==> config.mk <==
export PLATFORM = sky130hd
export DESIGN_NAME = core_dispatch_scoreboard
export DESIGN_NICKNAME = d
export VERILOG_FILES = /design/src/rtl/core_dispatch_scoreboard.sv
export SDC_FILE = /design/constraint.sdc
export NUM_CORES = 1
export LEC_CHECK = 0
export CAP_MARGIN = 20
export CORE_ASPECT_RATIO = 0.9
export CORE_MARGIN = 8
export CORE_UTILIZATION = 44
export DETAILED_ROUTE_END_ITERATION = 10
export HOLD_SLACK_MARGIN = 0.15
export PLACE_DENSITY = 0.87
export SYNTH_ARGS = -nofsm -noshare
export SYNTH_HDL_FRONTEND = slang
export SYNTH_SLANG_ARGS = --single-unit
==> constraint.sdc <==
create_clock -name clk -period 1.69 [get_ports clk]
set_input_delay 0.2535 -clock clk [delete_from_list [all_inputs] [get_ports clk]]
set_output_delay 0.2535 -clock clk [all_outputs]
set_load 0.005 [all_outputs]
==> src/rtl/core_dispatch_scoreboard.sv <==
// Pending-write scoreboard between dispatch and the execution units: per-EU
// destination masks, load/store queue occupancy and multiplier latency tracking.
module core_dispatch_scoreboard #(
  parameter int NREGS       = 16,
  parameter int LDST_DEPTH  = 2,
  parameter int MUL_LATENCY = 3,
  localparam int RW = (NREGS > 1) ? $clog2(NREGS) : 1
) (
  input  logic             clk,
  input  logic             rst_n,
  input  logic             issue_a_valid,
  input  logic [2:0]       issue_a_unit,
  input  logic             issue_a_wb,
  input  logic [RW-1:0]    issue_a_rd,
  input  logic             issue_b_valid,
  input  logic [2:0]       issue_b_unit,
  input  logic             issue_b_wb,
  input  logic [RW-1:0]    issue_b_rd,
  input  logic             done_alu_a,
  input  logic             done_alu_b,
  input  logic             done_branch,
  input  logic             done_ldst,
  output logic [NREGS-1:0] mask_alu_a,
  output logic [NREGS-1:0] mask_alu_b,
  output logic [NREGS-1:0] mask_branch,
  output logic [NREGS-1:0] mask_ldst,
  output logic [NREGS-1:0] mask_mul,
  output logic             ldst_wait,
  output logic             mul_busy,
  output logic             mul_wb_valid,
  output logic [RW-1:0]    mul_wb_rd
);
  localparam int PW = (LDST_DEPTH > 1) ? $clog2(LDST_DEPTH) : 1;
  localparam int CW = $clog2(LDST_DEPTH + 1);
  localparam int MW = $clog2(MUL_LATENCY + 1);

  // Per-unit view of this cycle's issue, whichever port carries it.
  logic [4:0]       iss_v;
  logic [4:0]       iss_wb;
  logic [RW-1:0]    iss_rd [5];
  logic [2:0]       done_s;
  logic [NREGS-1:0] ent_mask [3];

  assign done_s = {done_branch, done_alu_b, done_alu_a};

  for (genvar gi = 0; gi < 5; gi++) begin : g_sel
    logic hit_a;
    logic hit_b;
    assign hit_a      = issue_a_valid && (issue_a_unit == 3'(gi));
    assign hit_b      = issue_b_valid && (issue_b_unit == 3'(gi));
    assign iss_v[gi]  = hit_a || hit_b;
    assign iss_wb[gi] = hit_a ? issue_a_wb : issue_b_wb;
    assign iss_rd[gi] = hit_a ? issue_a_rd : issue_b_rd;
  end

  // Single-entry units: a same-cycle issue overrides the retiring entry.
  for (genvar gi = 0; gi < 3; gi++) begin : g_unit
    logic          v_q;
    logic          wb_q;
    logic [RW-1:0] rd_q;

    always_ff @(posedge clk or negedge rst_n) begin
      if (!rst_n) begin
        v_q  <= 1'b0;
        wb_q <= 1'b0;
        rd_q <= '0;
      end else if (iss_v[gi]) begin
        v_q  <= 1'b1;
        wb_q <= iss_wb[gi];
        rd_q <= iss_rd[gi];
      end else if (done_s[gi]) begin
        v_q  <= 1'b0;
      end
    end

    assign ent_mask[gi] = (v_q && wb_q) ? (NREGS'(1) << rd_q) : '0;

    a_occupied: assert property (@(posedge clk) disable iff (!rst_n)
      !(iss_v[gi] && v_q && !done_s[gi]));
    a_idle_done: assert property (@(posedge clk) disable iff (!rst_n)
      !(done_s[gi] && !v_q));
  end

  assign mask_alu_a  = ent_mask[0];
  assign mask_alu_b  = ent_mask[1];
  assign mask_branch = ent_mask[2];

  logic [PW-1:0]         head_q, tail_q;
  logic [CW-1:0]         cnt_q, cnt_d;
  logic [LDST_DEPTH-1:0] lv_q, lwb_q;
  logic [RW-1:0]         lrd_q [LDST_DEPTH];
  logic [NREGS-1:0]      lent_mask [LDST_DEPTH];
  logic                  push, pop;

  assign push = iss_v[3];
  assign pop  = done_ldst;

  function automatic logic [PW-1:0] ptr_inc(input logic [PW-1:0] p);
    return (p == PW'(LDST_DEPTH - 1)) ? '0 : p + PW'(1);
  endfunction

  always_comb begin
    cnt_d = cnt_q;
    if (push && !pop)      cnt_d = cnt_q + CW'(1);
    else if (pop && !push) cnt_d = cnt_q - CW'(1);
  end

  // Pop clears before push sets, so a full queue can pop and push one slot.
  always_ff @(posedge clk or negedge rst_n) begin
    if (!rst_n) begin
      head_q <= '0;
      tail_q <= '0;
      cnt_q  <= '0;
      lv_q   <= '0;
      lwb_q  <= '0;
      for (int i = 0; i < LDST_DEPTH; i++) lrd_q[i] <= '0;
    end else begin
      cnt_q <= cnt_d;
      if (pop) begin
        lv_q[head_q] <= 1'b0;
        head_q       <= ptr_inc(head_q);
      end
      if (push) begin
        lv_q[tail_q]  <= 1'b1;
        lwb_q[tail_q] <= iss_wb[3];
        lrd_q[tail_q] <= iss_rd[3];
        tail_q        <= ptr_inc(tail_q);
      end
    end
  end

  for (genvar gi = 0; gi < LDST_DEPTH; gi++) begin : g_lent
    assign lent_mask[gi] = (lv_q[gi] && lwb_q[gi]) ? (NREGS'(1) << lrd_q[gi]) : '0;
  end

  always_comb begin
    mask_ldst = '0;
    for (int i = 0; i < LDST_DEPTH; i++) mask_ldst = mask_ldst | lent_mask[i];
  end

  assign ldst_wait = (cnt_q == CW'(LDST_DEPTH));

  // Multiplier countdown: value 1 marks the writeback cycle.
  logic [MW-1:0] mcnt_q;
  logic          mwb_q;
  logic [RW-1:0] mrd_q;

  always_ff @(posedge clk or negedge rst_n) begin
    if (!rst_n) begin
      mcnt_q <= '0;
      mwb_q  <= 1'b0;
      mrd_q  <= '0;
    end else if (iss_v[4]) begin
      mcnt_q <= MW'(MUL_LATENCY);
      mwb_q  <= iss_wb[4];
      mrd_q  <= iss_rd[4];
    end else if (mcnt_q != '0) begin
      mcnt_q <= mcnt_q - MW'(1);
    end
  end

  assign mul_busy     = (mcnt_q > MW'(1));
  assign mul_wb_valid = (mcnt_q == MW'(1));
  assign mul_wb_rd    = mrd_q;
  assign mask_mul     = ((mcnt_q != '0) && mwb_q) ? (NREGS'(1) << mrd_q) : '0;

  a_same_unit: assert property (@(posedge clk) disable iff (!rst_n)
    !(issue_a_valid && issue_b_valid && (issue_a_unit == issue_b_unit)));
  a_bad_unit_a: assert property (@(posedge clk) disable iff (!rst_n)
    !(issue_a_valid && (issue_a_unit > 3'd4)));
  a_bad_unit_b: assert property (@(posedge clk) disable iff (!rst_n)
    !(issue_b_valid && (issue_b_unit > 3'd4)));
  a_ldst_over: assert property (@(posedge clk) disable iff (!rst_n)
    !(push && !pop && ldst_wait));
  a_ldst_under: assert property (@(posedge clk) disable iff (!rst_n)
    !(pop && (cnt_q == '0)));
  a_mul_busy: assert property (@(posedge clk) disable iff (!rst_n)
    !(iss_v[4] && mul_busy));
endmodule
==> impl_metrics.json, run 1 <==
{
  "die_w_um": 98.9,
  "antenna_found_initial": 0,
  "cts_max_level": 2,
  "antenna_left": 0,
  "syn_inst": 330,
  "cts_tree": "built",
  "violations": "negative setup slack",
  "drc": 0,
  "grt_pass1_wl_um": 18300,
  "clk_path_buf_depth": 2,
  "ys_seq_elements": 41,
  "hp-class": "flop to flop",
  "final_area_um2": 4910,
  "num_io_pins": 111,
  "fp.dieH_um": 90.6,
  "final-hold-violation-count": 0,
  "stdcell_count": 618,
  "port_buffers": 110,
  "reg2reg_to": "mcnt_q[0]",
  "p_per_area_nw_per_um2": 981,
  "final_max_slew_viol_count": 0,
  "grt_pass1_vias": 3625,
  "path_cells": "buf_6 > or3_4 > buf_4 > o22ai_2 > buf_2",
  "synth-main-ff-cell": "dfrtp_1",
  "period_share": 1.15,
  "clk_latency_ns": 0.30,
  "synth_nets": 357,
  "cp_max_fo": 4,
  "path_clk_slew_ns": 0.08,
  "dp_hpwl_um": 7510,
  "slowest_stage": "dfrtp_1",
  "drive_above_1_share": 0.516,
  "crit_start": "lrd_q[6]",
  "layout.nets": 572,
  "fmax_mhz": 513,
  "r2r_slack_ns": 0.43,
  "irDropWorstVdd_v": 0.000690,
  "grt_max_degree": 42,
  "dr.first_iter.drc_count": 382,
  "hold_ws_ns": 0.477,
  "synthArstFlopShare": 1.00,
  "dr.pass1.iters": 5,
  "critPathRequiredTime_ns": 1.44,
  "synth_edf_count": 0,
  "cp-endpoint": "mask_ldst[1]",
  "grt_usage": 0.248,
  "row_count": 27,
  "status": "finished with violations",
  "gp_congestion": 0.843,
  "r2r_start": "mcnt_q[1]",
  "dp.cells": 551,
  "grt_setup_unrepaired": "true",
  "synth_area_per_cell_um2": 8.24,
  "cp.arrival_ns": 1.69,
  "ctsRootBufferMaster": "clkbuf_8",
  "routed_wl_um": 12100,
  "die-area_um2": 8960,
  "syn_to_final_growth_pct": 80.4,
  "syn_area_um2": 2720,
  "maxSlewHeadroom": 0.646,
  "tightest_slew_ns": 0.531,
  "place_area_um2": 4240,
  "vias": 3648,
  "cts.sinks": 41,
  "vias_per_cell": 5.90,
  "finalClockSkew_ns": 0.00493,
  "p_leak_nw": 2.19,
  "yosysWarningCount": 0,
  "tns_ns": -6.36,
  "fin_ws_ns": -0.258,
  "overflow": 0,
  "synth_cell_types": 33,
  "ys_seq_area_frac": 0.377,
  "start_util": 0.450,
  "critPathMaxStageDelay_ns": 0.42,
  "endpoint_kind": "output pin",
  "core_um2": 6050,
  "n_antenna_cell": 0,
  "numCtsBuffers": 5,
  "cap_violations": 0,
  "path_class": "flop to output pin",
  "total_power_mw": 4.81,
  "routedWlPerCell_um": 19.6,
  "min_period_ns": 1.95,
  "setup_viol": 58,
  "worstRegToRegCells": 7,
  "critPathLaunchType": "flop"
}
per-layer routing:
metal  up-vias  track usage  wire, µm
met4         0       0.0932       412
met5         -            0         0
met2       222        0.446      6220
met1      1757        0.271      4460
li1       1621            -         -
met3        48       0.0663      1040
sequential cells by signal, summed over array words and instances, names as in the netlist, 2 cells and up:
name and count:
mcnt_q 2, mul_wb_rd 4, lv_q 2, g_unit.v_q 3, g_unit.rd_q 12, cnt_q 2
lrd_q 8, g_unit.wb_q 3, lwb_q 2
final cells by class:
cell class              instances  area, µm²
flip-flops and latches         41       1040
well taps                      72       90.1
multi-input cells             261       1990
clock buffers                   8       80.1
inverters                      16       60.1
repair buffers                220       1650
fillers                       365       1140
kinds of logic (layout without fill, tap and decap cells):
kind of cell	count (synthesis)	count (layout)	share of synthesized area
XOR/XNOR	5	5	0.0161
flip-flops	41	41	0.377
buffers and inverters	28	244	0.0414
adder cells (fa/ha/maj)	3	3	0.0138
AND/OR/NAND/NOR	179	179	0.354
multiplexers	20	20	0.0736
AO/OA/AOI/OAI	54	54	0.124
layout by cell type (no fill, tap or decap), drive strengths merged, types with 2 or more instances in the layout:
cell type	netlist	layout
o22ai	16	16
nand3	5	5
ha	3	3
clkdlybuf4s50	0	27
nor4bb	4	4
o21ai	24	24
nand3b	5	5
nand4	10	10
nor2	55	55
or3	9	9
and4bb	2	2
nand2b	9	9
nand4b	14	14
nor3	17	17
nor4b	2	2
clkbuf	6	23
nand2	41	41
o211ai	11	11
nand4bb	2	2
xor2	4	4
and4b	2	2
buf	6	174
inv	16	16
dfrtp	41	41
mux2i	20	20
dlygate4sd2	0	2
power by group:
part	switching (mW)	internal (mW)	leakage, nW
Sequential	0.343	1.30	0.492
Clock	0.336	0.294	0.0395
Combinational	1.23	1.31	1.65
Total	1.91	2.91	2.19
worst min-delay path by stage:
stage | from | endpoint | slack [ns] | depth (start not counted)
after CTS | cnt_q[1] | cnt_q[1] | 0.47 | 1
after floorplan | rst_n | cnt_q[0] | -0.04 | 0
final | cnt_q[1] | cnt_q[1] | 0.48 | 1
after detailed placement | rst_n | lv_q[1] | 0.35 | 2
after global routing | cnt_q[1] | cnt_q[1] | 0.50 | 1
after global placement | rst_n | lv_q[1] | 0.35 | 2
critical path, delay by kind of cell, from the launching register on:
kind	cells	cell delay, ns
DFF	1	0.42
and+or+nand+nor	1	0.41
buffers and inverters	3	0.43
AOI/OAI and AO/OA	1	0.14
cell usage after synthesis (all sizes together), types with 3 or more instances:
master | instances | area [µm²]
nand2b | 9 | 56.3
dfrtp | 41 | 1030
nand3b | 5 | 37.5
o22ai | 16 | 100
inv | 16 | 60.1
or3 | 9 | 56.3
nand2 | 41 | 154
nor3 | 17 | 85.1
nand4 | 10 | 62.6
nand3 | 5 | 25.0
nor4bb | 4 | 40.0
xor2 | 4 | 35.0
o21ai | 24 | 135
clkbuf | 6 | 22.5
nand4b | 14 | 123
o211ai | 11 | 82.6
ha | 3 | 37.5
nor2 | 55 | 206
buf | 6 | 30.0
mux2i | 20 | 200
stage by stage:
stage	setup slack (ns)	util
6_report	-0.258	0.811
5_1_grt	-0.288	0.811
4_1_cts	-0.236	0.774
3_5_place_dp	-0.379	0.702
3_3_place_gp	-0.345	0.702
2_1_floorplan	0.0691	-
what timing repair did:
item	in CTS	in global routing
cloned	0	0
setup buffers	46	13
hold buffers	1	0
hold endpoints to repair	41	0
resized for setup	349	84
pin swaps	63	43
setup endpoints to repair	82	75
Power figures use the tool's default switching activity.
==> inputs of run 2 (changes only) <==
==> constraint.sdc (replaced) <==
create_clock -name clk -period 1.69 [get_ports clk]
set_input_delay 0.338 -clock clk [delete_from_list [all_inputs] [get_ports clk]]
set_output_delay 0.338 -clock clk [all_outputs]
set_load 0.005 [all_outputs]
==> run 2 against run 1 <==
- the run still ends with negative setup slack left
- utilization grew 9.6 points
- die area unchanged
- first-iteration DRC count increased by 110%
- sequential cell count is the same
- combinational power rose by 20%
- clock skew up 0.0082 ns
- worst hold slack got worse by 0.012 ns
- design area increased by 12%
- non-clock buffer count is 35 higher
- register-to-register slack got worse by 0.04 ns
- routed wire length rose by 47%
- global-route usage grew 2.3 points
- critical endpoint is now mask_mul[2]
- largest cell class unchanged
==> impl_metrics.json, run 2 (synthesis gave the netlist of run 1 again) <==
{
  "ctsRootBufferMaster": "clkbuf_8",
  "antenna_left": 0,
  "port_buffers": 110,
  "path_cells": "inv_2 > ha_4 > or4b_4 > buf_6 > nor2_1 > buf_2",
  "gp_congestion": 0.842,
  "fmax_mhz": 465,
  "violations": "negative setup slack",
  "dr.pass1.iters": 7,
  "r2r_start": "tail_q",
  "critPathLaunchType": "flop",
  "cts_max_level": 2,
  "path_class": "flop to output pin",
  "worstRegToRegCells": 3,
  "p_leak_nw": 2.50,
  "crit_start": "mcnt_q[1]",
  "grt_usage": 0.272,
  "status": "finished with violations",
  "core_um2": 6050,
  "fp.dieH_um": 90.6,
  "cts.sinks": 41,
  "overflow": 0,
  "dp.cells": 552,
  "grt_pass1_wl_um": 19800,
  "p_per_area_nw_per_um2": 1020,
  "clk_latency_ns": 0.31,
  "maxSlewHeadroom": 0.638,
  "syn_to_final_growth_pct": 102,
  "die-area_um2": 8960,
  "setup_viol": 92,
  "clk_path_buf_depth": 2,
  "critPathRequiredTime_ns": 1.35,
  "slowest_stage": "or4b_4",
  "cp.arrival_ns": 1.81,
  "final_max_slew_viol_count": 0,
  "cap_violations": 0,
  "r2r_slack_ns": 0.39,
  "tns_ns": -20.15,
  "antenna_found_initial": 0,
  "dr.first_iter.drc_count": 803,
  "hp-class": "flop to flop",
  "irDropWorstVdd_v": 0.00106,
  "largest_reg_flops": 12,
  "row_count": 27,
  "dp_hpwl_um": 7480,
  "start_util": 0.450,
  "stdcell_count": 653,
  "vias": 4499,
  "drive_above_1_share": 0.583,
  "n_antenna_cell": 0,
  "routedWlPerCell_um": 27.4,
  "reg2reg_to": "lrd_q[7]",
  "num_io_pins": 111,
  "path_clk_slew_ns": 0.08,
  "grt_pass1_vias": 3827,
  "routed_wl_um": 17900,
  "min_period_ns": 2.15,
  "finalClockSkew_ns": 0.0132,
  "cts_tree": "built",
  "drc": 0,
  "layout.nets": 607,
  "numCtsBuffers": 5,
  "cp-endpoint": "mask_mul[2]",
  "period_share": 1.27,
  "critPathMaxStageDelay_ns": 0.49,
  "tightest_slew_ns": 0.542,
  "cp_max_fo": 3,
  "grt_max_degree": 24,
  "vias_per_cell": 6.89,
  "die_w_um": 98.9,
  "layout_commonest_cell": "buf_4",
  "grt_setup_unrepaired": "true",
  "fin_ws_ns": -0.463,
  "final-hold-violation-count": 0,
  "mostFrequentLayoutCells": "92 x buf_4, 74 x buf_2, 53 x buf_6",
  "top_register": "g_unit.rd_q",
  "hold_start": "cnt_q[1]",
  "endpoint_kind": "output pin"
}
## run 2: cell types whose count changed in the layout (fill, tap and decap cells not counted), sizes merged
cell           previous run  this run
clkdlybuf4s15             1         3
bufinv                    0         1
dlygate4sd2               2         0
clkinvlp                  0         1
clkbuf                   23         9
buf                     174       221
clkdlybuf4s50            27        22
dlymetal6s2s              0         5
## run 2: worst min path at each step
stage               end  slack [ns]  cells past startpoint
6_report       cnt_q[1]        0.46                      1
5_1_grt        cnt_q[1]        0.49                      1
4_1_cts        cnt_q[1]        0.47                      1
3_5_place_dp   cnt_q[1]        0.33                      1
3_3_place_gp     head_q        0.31                      1
2_1_floorplan  cnt_q[0]        0.04                      0
## run 2: per-stage QoR
step,utilization,hold slack [ns],cell area (µm²),setup slack (ns),power (mW)
after floorplan,-,0.0424,2730,0.0136,2.39
after global placement,0.706,0.312,4270,-0.405,3.26
after detailed placement,0.706,0.326,4270,-0.476,3.35
after CTS,0.819,0.473,4950,-0.411,4.75
after global routing,0.908,0.495,5490,-0.500,5.73
final,0.908,0.465,5490,-0.463,5.57
## run 2: timing repair
item / in CTS / in global routing
gates cloned: 0 / 0
endpoints found under the setup margin: 85 / 92
pin swaps: 57 / 35
setup buffers: 69 / 28
hold buffers: 1 / 0
gates resized for setup: 389 / 119
endpoints found under the hold margin: 18 / 0
## run 2: metal layers
metal / GRT usage / routed length, µm / up-vias
li1: - / - / 1691
met4: 0.116 / 1780 / 0
met3: 0.0770 / 2500 / 205
met1: 0.300 / 5850 / 2056
met2: 0.474 / 7740 / 547
met5: 0 / 0 / -
## run 2: power by group
part / internal, mW / leakage, nW / switching (mW)
Sequential: 1.30 / 0.493 / 0.371
Combinational: 1.48 / 1.95 / 1.56
Clock: 0.481 / 0.0574 / 0.388
Total: 3.26 / 2.50 / 2.32
## run 2: worst max-delay path: cells and delay by family (launching register included)
kind,cells,cell delay (ns)
and+or+nand+nor,2,0.62
DFF,1,0.37
buffers and inverters,3,0.36
adders and majority gates,1,0.16
## run 2: layout make-up
type	instances	area [µm²]
Multi-Input combinational cell	261	2140
Tap cell	72	90.1
Inverter	16	62.6
Clock inverter	2	37.5
Sequential cell	41	1030
Clock buffer	6	82.6
Fill cell	205	559
Timing Repair Buffer	255	2040
==> inputs of run 3 (changes only) <==
CAP_MARGIN = default   (was 20)
MAX_ROUTING_LAYER = met4   (was default)
RECOVER_POWER = 25   (was default)
==> run 3 against run 2 <==
- the flow finishes with violations (design-rule violations, negative setup slack)
- final cell count is the same
- setup slack lost 0.0015 ns
- largest cell class unchanged
- non-clock buffer count is the same
- via count shrank 1.6%
- sequential share of layout area grew 0.065 points
- critical path type unchanged
- utilization shrank 0.31 points
==> impl_metrics.json, run 3 (synthesis gave the netlist of run 1 again) <==
{
  "status": "finished with violations",
  "violations": "design-rule violations, negative setup slack",
  "antenna_found_initial": 0,
  "tns_ns": -19.56,
  "hold_start": "head_q",
  "drive_above_1_share": 0.583,
  "ctsRootBufferMaster": "clkbuf_8",
  "dr.first_iter.drc_count": 618,
  "gp_congestion": 0.855,
  "maxSlewHeadroom": 0.612,
  "finalClockSkew_ns": 0.0108,
  "n_antenna_cell": 0,
  "p_per_area_nw_per_um2": 1030,
  "p_clk_frac": 0.155,
  "routedWlPerCell_um": 27.1,
  "critPathRequiredTime_ns": 1.35,
  "mostFrequentLayoutCells": "94 x buf_4, 74 x buf_2, 51 x buf_6",
  "fmax_mhz": 464,
  "path_clk_slew_ns": 0.08,
  "irDropWorstVdd_v": 0.000888,
  "layout.nets": 607,
  "dp_slack_ns": -0.476,
  "cts_max_level": 2,
  "crit_start": "mcnt_q[1]",
  "die_w_um": 98.9,
  "numCtsBuffers": 5,
  "grt_usage": 0.278,
  "grt_setup_unrepaired": "true",
  "layout_commonest_cell": "buf_4",
  "overflow": 0,
  "endpoint_kind": "output pin",
  "top_register": "g_unit.rd_q",
  "row_count": 27,
  "vias": 4427,
  "num_io_pins": 111,
  "antenna_left": 0,
  "core_um2": 6050,
  "r2r_start": "tail_q",
  "syn_to_final_growth_pct": 101,
  "tightest_slew_ns": 0.582,
  "p_int_mw": 3.29,
  "clk_path_buf_depth": 2,
  "final-hold-violation-count": 0,
  "post-route-util": 0.904,
  "min_period_ns": 2.15,
  "routed_wl_um": 17700,
  "cap_violations": 0,
  "start_util": 0.450,
  "period_share": 1.27,
  "cts.sinks": 41,
  "power_frac_seq": 0.296,
  "final_max_slew_viol_count": 0,
  "dr.pass1.iters": 11,
  "fin_ws_ns": -0.464,
  "path_class": "flop to output pin",
  "hp-class": "flop to flop",
  "p_leak_nw": 2.49,
  "grt_pass1_vias": 3842,
  "p_sw_frac": 0.419,
  "cp.arrival_ns": 1.82,
  "clk_latency_ns": 0.30,
  "grt_max_degree": 24,
  "vias_per_cell": 6.78,
  "p_comb_frac": 0.549,
  "holdPathStages": 1,
  "fp.dieH_um": 90.6,
  "port_buffers": 110,
  "worstRegToRegCells": 3,
  "grt_pass1_wl_um": 19800,
  "setup_viol": 90,
  "dp_hpwl_um": 7480,
  "largest_reg_flops": 12,
  "die-area_um2": 8960,
  "drc": 11,
  "critPathLaunchType": "flop",
  "cts_tree": "built",
  "cp_max_fo": 3,
  "switching_power_mw": 2.37,
  "fillerInstances": 199
}
==> run 3: cell count changes in the layout (fill, tap and decap cells not counted) <==
cell             change
dlygate4sd3_1        +1
nor2b_1              -1
buf_4                +2
buf_6                -2
buf_12               -1
mux2i_2              -1
clkdlybuf4s50_1      -1
nor2_1               +1
mux2i_4              +1
nor2b_2              +1
nor2_4               -1
clkbuf_2             +1
==> run 3: power by group through the flow <==
stage	sequential [mW]	combinational (mW)	clock, mW
floorplan	1.56	0.827	0
global placement	1.57	1.68	0
detailed placement	1.59	1.76	0
CTS	1.57	2.32	0.848
global route	1.69	3.19	0.913
finish	1.68	3.10	0.876
==> run 3: per-stage QoR <==
stage | instances | total power [mW] | hold slack (ns) | instance area (µm²)
detailed placement | 552 | 3.35 | 0.326 | 4270
CTS | 630 | 4.75 | 0.473 | 4950
global placement | 552 | 3.26 | 0.312 | 4270
floorplan | 330 | 2.39 | 0.0424 | 2730
global route | 653 | 5.80 | 0.526 | 5470
finish | 653 | 5.65 | 0.493 | 5470
==> run 3: worst paths after layout <==
path	endpoint	slack, ns
worst min-delay path	head_q	0.49
max in group asynchronous	g_unit[0].rd_q[2]	0.13
worst max register to register	lwb_q[1]	0.23
worst max-delay path	mask_mul[0]	-0.46
min in group asynchronous	mul_wb_rd[1]	0.52
worst min register to register	head_q	0.49
==> run 3: worst max-delay path: stages (launching register included) <==
cell and delay, ns:
dfrtp_1 0.37, inv_2 0.06, ha_4 0.16, or4b_4 0.49
buf_6 0.15, nor3_2 0.14, buf_2 0.15
==> run 3: routing by layer <==
metal	track usage	share of wire
met3	0.0709	0.13
met2	0.471	0.45
met5	-	0
met4	0.124	0.093
met1	0.301	0.33
==> run 3: repair_timing <==
item | 4_1_cts | 5_1_grt
gates resized for setup | 389 | 117
hold buffers | 1 | 0
hold endpoints to repair | 18 | 0
endpoints found under the setup margin | 85 | 92
buffers inserted | 69 | 28
pin swaps | 57 | 36
==> run 3: final cells by class <==
class                      instances  area [µm²]  area share
clock inverter                     2        37.5     0.00686
clock buffer                       6        82.6      0.0151
tap                               72        90.1      0.0165
timing repair buffer             255        2020       0.369
sequential                        41        1030       0.189
inverter                          16        62.6      0.0114
multi-input combinational        261        2150       0.392
